<file path="config.mk">
export PLATFORM = sky130hd
export DESIGN_NAME = ov7670_capture_param
export DESIGN_NICKNAME = d
export VERILOG_FILES = /design/src/rtl/ov7670_cap_pkg.sv /design/src/rtl/ov7670_byte_pair.sv /design/src/rtl/ov7670_capture_param.sv
export SDC_FILE = /design/constraint.sdc
export NUM_CORES = 1
export LEC_CHECK = 0
export CORE_MARGIN = 3
export CORE_UTILIZATION = 55
export DETAILED_ROUTE_END_ITERATION = 8
export GPL_TIMING_DRIVEN = 0
export PLACE_DENSITY = 0.78
export SYNTH_ARGS = -nofsm -noshare
export SYNTH_HDL_FRONTEND = slang
export SYNTH_SLANG_ARGS = --single-unit
</file>
<file path="constraint.sdc">
create_clock -name pclk -period 4.46 [get_ports pclk]
set_clock_uncertainty 0.1 [all_clocks]
set_input_delay 1.115 -clock pclk [delete_from_list [all_inputs] [get_ports pclk]]
set_output_delay 1.115 -clock pclk [all_outputs]
set_load 0.005 [all_outputs]
</file>
<file path="src/rtl/ov7670_cap_pkg.sv">
// rtl/ov7670_cap_pkg.sv - shared state encoding, pixel widths and format helper for the OV7670 capture block
package ov7670_cap_pkg;

    localparam logic [1:0] ST_WAIT_VS = 2'd0;
    localparam logic [1:0] ST_ARMED   = 2'd1;
    localparam logic [1:0] ST_CAPTURE = 2'd2;

    localparam int RGB444_W = 12;
    localparam int RGB565_W = 16;

    function automatic logic [11:0] rgb565_to_444(input logic [15:0] p);
        return {p[15:12], p[10:7], p[4:1]};
    endfunction

endpackage

</file>
<file path="src/rtl/ov7670_byte_pair.sv">
// rtl/ov7670_byte_pair.sv - joins the two sensor bytes of a pixel into a registered RGB565 word
module ov7670_byte_pair (
    input  logic        pclk,
    input  logic        rst,
    input  logic        href,
    input  logic        phase,
    input  logic [7:0]  d,
    output logic [15:0] pix,
    output logic        pix_valid
);

    logic [7:0] hi;

    always_ff @(posedge pclk or posedge rst) begin
        if (rst) begin
            hi        <= 8'd0;
            pix       <= 16'd0;
            pix_valid <= 1'b0;
        end else begin
            pix_valid <= href & phase;
            if (href && !phase)
                hi <= d;
            if (href && phase)
                pix <= {hi, d};
        end
    end

endmodule

</file>
<file path="src/rtl/ov7670_capture_param.sv">
// rtl/ov7670_capture_param.sv - OV7670 capture front end with window, decimation and single-shot control
module ov7670_capture_param
    import ov7670_cap_pkg::*;
#(
    parameter int H_ACTIVE = 640,
    parameter int V_ACTIVE = 480,
    parameter int OUT_W    = 12,
    parameter int ADDR_W   = 19
) (
    input  logic              pclk,
    input  logic              rst,
    input  logic              vsync,
    input  logic              href,
    input  logic [7:0]        d,
    input  logic              continuous,
    input  logic              arm,
    input  logic              decim,
    output logic [ADDR_W-1:0] addr,
    output logic [OUT_W-1:0]  dout,
    output logic              we,
    output logic              busy,
    output logic              frame_done,
    output logic              line_err
);

    localparam logic [ADDR_W-1:0] H_LIM    = ADDR_W'(H_ACTIVE);
    localparam logic [ADDR_W-1:0] V_LIM    = ADDR_W'(V_ACTIVE);
    localparam logic [ADDR_W-1:0] ADDR_MAX = ADDR_W'(H_ACTIVE * V_ACTIVE - 1);

    logic [1:0]        state;
    logic              vs_q, href_q, phase, decim_q;
    logic              arm_pend, arm_held, keep_q;
    logic [ADDR_W-1:0] col, row;
    logic [15:0]       pix;
    logic              pix_valid;
    logic              vs_rise, vs_fall, arm_req, pix_in, in_win, keep;

    assign vs_rise = vsync & ~vs_q;
    assign vs_fall = ~vsync & vs_q;
    assign arm_req = arm & ~continuous;
    assign pix_in  = href & phase;
    assign in_win  = (col < H_LIM) && (row < V_LIM) && (!decim_q || (!col[0] && !row[0]));
    // A second byte arriving with vsync high is a dangling half-frame pixel and is dropped.
    assign keep    = (state == ST_CAPTURE) && pix_in && !vsync && in_win;
    assign we      = keep_q & pix_valid;

    ov7670_byte_pair u_byte_pair (
        .pclk      (pclk),
        .rst       (rst),
        .href      (href),
        .phase     (phase),
        .d         (d),
        .pix       (pix),
        .pix_valid (pix_valid)
    );

    generate
        if (OUT_W == RGB565_W) begin : g_565
            assign dout = pix;
        end else begin : g_444
            assign dout = rgb565_to_444(pix);
        end
    endgenerate

    always_ff @(posedge pclk or posedge rst) begin
        if (rst) begin
            state      <= ST_WAIT_VS;
            vs_q       <= 1'b0;
            href_q     <= 1'b0;
            phase      <= 1'b0;
            decim_q    <= 1'b0;
            arm_pend   <= 1'b0;
            arm_held   <= 1'b0;
            keep_q     <= 1'b0;
            col        <= '0;
            row        <= '0;
            addr       <= '0;
            busy       <= 1'b0;
            frame_done <= 1'b0;
            line_err   <= 1'b0;
        end else begin
            vs_q       <= vsync;
            href_q     <= href;
            phase      <= href ? ~phase : 1'b0;
            keep_q     <= keep;
            frame_done <= 1'b0;

            if (we && addr != ADDR_MAX)
                addr <= addr + 1'b1;

            // An arm seen mid-capture is parked so it survives the end-of-frame clear.
            if (arm_req) begin
                if (busy) arm_held <= 1'b1;
                else      arm_pend <= 1'b1;
            end

            case (state)
                ST_WAIT_VS: begin
                    if (vsync && (continuous || arm_pend))
                        state <= ST_ARMED;
                end
                ST_ARMED: begin
                    if (vs_fall) begin
                        busy     <= 1'b1;
                        addr     <= '0;
                        row      <= '0;
                        col      <= '0;
                        line_err <= 1'b0;
                        decim_q  <= decim;
                        state    <= ST_CAPTURE;
                    end
                end
                ST_CAPTURE: begin
                    if (vs_rise) begin
                        frame_done <= 1'b1;
                        busy       <= 1'b0;
                        arm_pend   <= arm_held | arm_req;
                        arm_held   <= 1'b0;
                        state      <= continuous ? ST_ARMED : ST_WAIT_VS;
                    end else begin
                        if (pix_in)
                            col <= (&col) ? col : col + 1'b1;
                        if (href_q && !href) begin
                            if (col != H_LIM || phase)
                                line_err <= 1'b1;
                            row <= (&row) ? row : row + 1'b1;
                            col <= '0;
                        end
                    end
                end
                default: state <= ST_WAIT_VS;
            endcase
        end
    end

endmodule

</file>
==> reports/metrics.cfg <==
[worst_setup_path]
worstPathRequired_ns = 4.58
crit_path_end_kind = register
crit_path_start_kind = input pin
worstSetupPathType = input pin to register
path_max_fanout = 10
crit_arrival_ns = 3.12

[synthesis]
syn_avg_cell_area_um2 = 9.898
syn-num-nets = 478
synthSimpleGateAreaFrac = 0.2234
synth_xor_area_frac = 0.02121
synth.area.top_cells = dfrtp_1 (49%), mux2_2 (4.7%), o21ai_0 (4.0%)
synth_compound_area_frac = 0.1600
synth_warnings = 0
synth_fa_ha_area_frac = 0.01102
synth.most_common_cell = dfrtp_1
synth_edf_count = 0
async_flop_share = 1.000
synth_common_cells = dfrtp_1 (89), nand2_1 (43), nor2_1 (37), o21ai_0 (36), nand3_1 (27)
synthesis.area_um2 = 4543
ys.flop_type = dfrtp_1
yosysSeqAreaShare = 0.4902
synth_mux_area_frac = 0.05591
yosys.area.top_type = dfrtp_1
yosysUniqueCellTypes = 58
synth_top_area_share = 0.4902
synth_top_family_by_area = simple AND/OR/NAND/NOR gates
synth_seq_cells = 89
syn_inst = 459

[clocking]
ctsResizeCount = 0
tritoncts = yes
clockRootBuffer = clkbuf_8
insertion_delay_ns = 0.35
post-cts-setup-buffers = 0
htree_levels = 3
clock_path_buffers = 2
cts_buffers = 9
ctsHoldBuffers = 0
cts.sinks = 89
clk_pin_slew_worst_paths_ns = 0.09

[min_path]
holdCritPathClass = register to register

[die]
start_util = 0.5760
die_area_um2 = 9387
rows = 32
core_um2 = 7888
die_h_um = 96.89
die_w_um = 96.89
io_pins = 50

[placement]
gp_congestion = 0.8910
placed_area_um2 = 5191
place_inst = 611
port_buffers = 49
dp_hpwl_um = 6994
detailedPlace.worstSlack_ns = 1.102

[routing]
wl_per_cell_um = 15.97
routed_wl_um = 9995
drc = 0
drtPass1Iterations = 5
drt_iter0_markers = 198
via_per_inst = 5.998
vias = 3755
ant_nets = 0

[sta]
tightest_slew_ns = 0.7228
relSlewSlack = 0.5141
setup_viol = 0
setup_tns_ns = 0
whs_ns = 0.3914
rsz0062_at_grt = no
slew_viol_final = 0
hold_viol = 0
period_needed_ns = 3.002
setup_ws_ns = 1.458
fmax_mhz = 333.1
min_period_over_period = 0.6730

[global_routing]
grt_pass1_vias = 3491
grt_use_total = 0.2185
antenna_found_initial = 0
grt_max_degree = 64
grt.overflow.total = 0
grt_pass1_wl_um = 17130

[cells_and_area]
diodes = 0
stdcell_count = 626
fin_nets = 539
n_fill_cell = 603
final_area_um2 = 5433
post-route-util = 0.6888
area_delta_synth_final_pct = 19.58
drive_gt1_frac = 0.1240

[power]
powerDensity_nw_per_um2 = 364.4
power_mw = 1.980
peakVddDrop_v = 0.0002416
leakage_nw = 2.278

[run_status]
status = finished clean

[flow_run]
maxCapViolCount = 0

[power breakdown]
| part | switching, mW | internal, mW | leakage (nW) |
|---|---|---|---|
| sequential | 0.0664 | 0.889 | 1.18 |
| combinational | 0.173 | 0.183 | 0.979 |
| clock | 0.283 | 0.385 | 0.122 |
[metal layers]
metal,wire length [um],global-route usage,vias to the layer above
li1,-,-,1797
met1,4608,0.3154,1815
met2,4641,0.3381,131
met3,604,0.03821,12
met4,140,0.06587,0
met5,0,0,-
[state kept, by name (all words and copies together), names as in the netlist, 2 cells and up]
| register | flops |
|---|---|
| u_byte_pair.hi | 7 |
| row | 19 |
| state | 2 |
| u_byte_pair.pix | 12 |
| col | 19 |
| addr | 19 |
[cells by family (layout without fill, tap and decap cells)]
logic type	Yosys count	count (layout)
AOI/OAI and AO/OA	110	110
xor gates and xnor gates	11	11
adders and majority gates	4	4
buffers and inverters	36	101
DFF	89	89
muxes	23	23
and+or+nand+nor	186	186
[critical path, stage by stage]
cell             delay [ns]
clkdlybuf4s50_1        0.52
nor4bb_1               0.32
buf_4                  0.21
clkbuf_1               0.37
clkbuf_1               0.47
nor2_1                 0.12
[cell usage in the layout (no fill, tap or decap), drive strengths merged, types with 8 or more instances in the layout]
cell type,netlist,final
a21oi,26,26
a31oi,18,18
and3,8,8
buf,12,13
clkbuf,10,20
clkdlybuf4s50,0,49
dfrtp,89,89
inv,14,14
mux2,19,19
nand2,43,43
nand3,27,27
nand4,16,16
nor2,37,37
nor4,11,11
o21ai,38,38
xor2,11,11
[area by class of cell]
cell class              count  area (um^2)  share of cell area
plain buffers              22        121.4             0.02234
clock buffers              10        137.6             0.02533
clock inverters             5        103.9             0.01912
inverters                  14        55.05             0.01013
multi-input cells         334         2142              0.3943
flip-flops and latches     89         2227              0.4100
well taps                 102        127.6             0.02349
repair buffers             50        518.0             0.09535
[worst paths after layout]
kind | start | slack [ns] | cells after the start | end
max | vsync | 1.46 | 6 | addr[10]$_DFF_PP0_
min | decim_q$_DFFE_PP0P_ | 0.39 | 2 | decim_q$_DFFE_PP0P_
max reg2reg | row[0]$_DFFE_PP0P_ | 2.20 | 7 | row[9]$_DFFE_PP0P_
min reg2reg | decim_q$_DFFE_PP0P_ | 0.39 | 2 | decim_q$_DFFE_PP0P_
max in group asynchronous | rst | 2.65 | 3 | col[17]$_DFFE_PP0P_
min in group asynchronous | rst | 1.00 | 2 | row[6]$_DFFE_PP0P_
(Power assumes the default switching activity.)
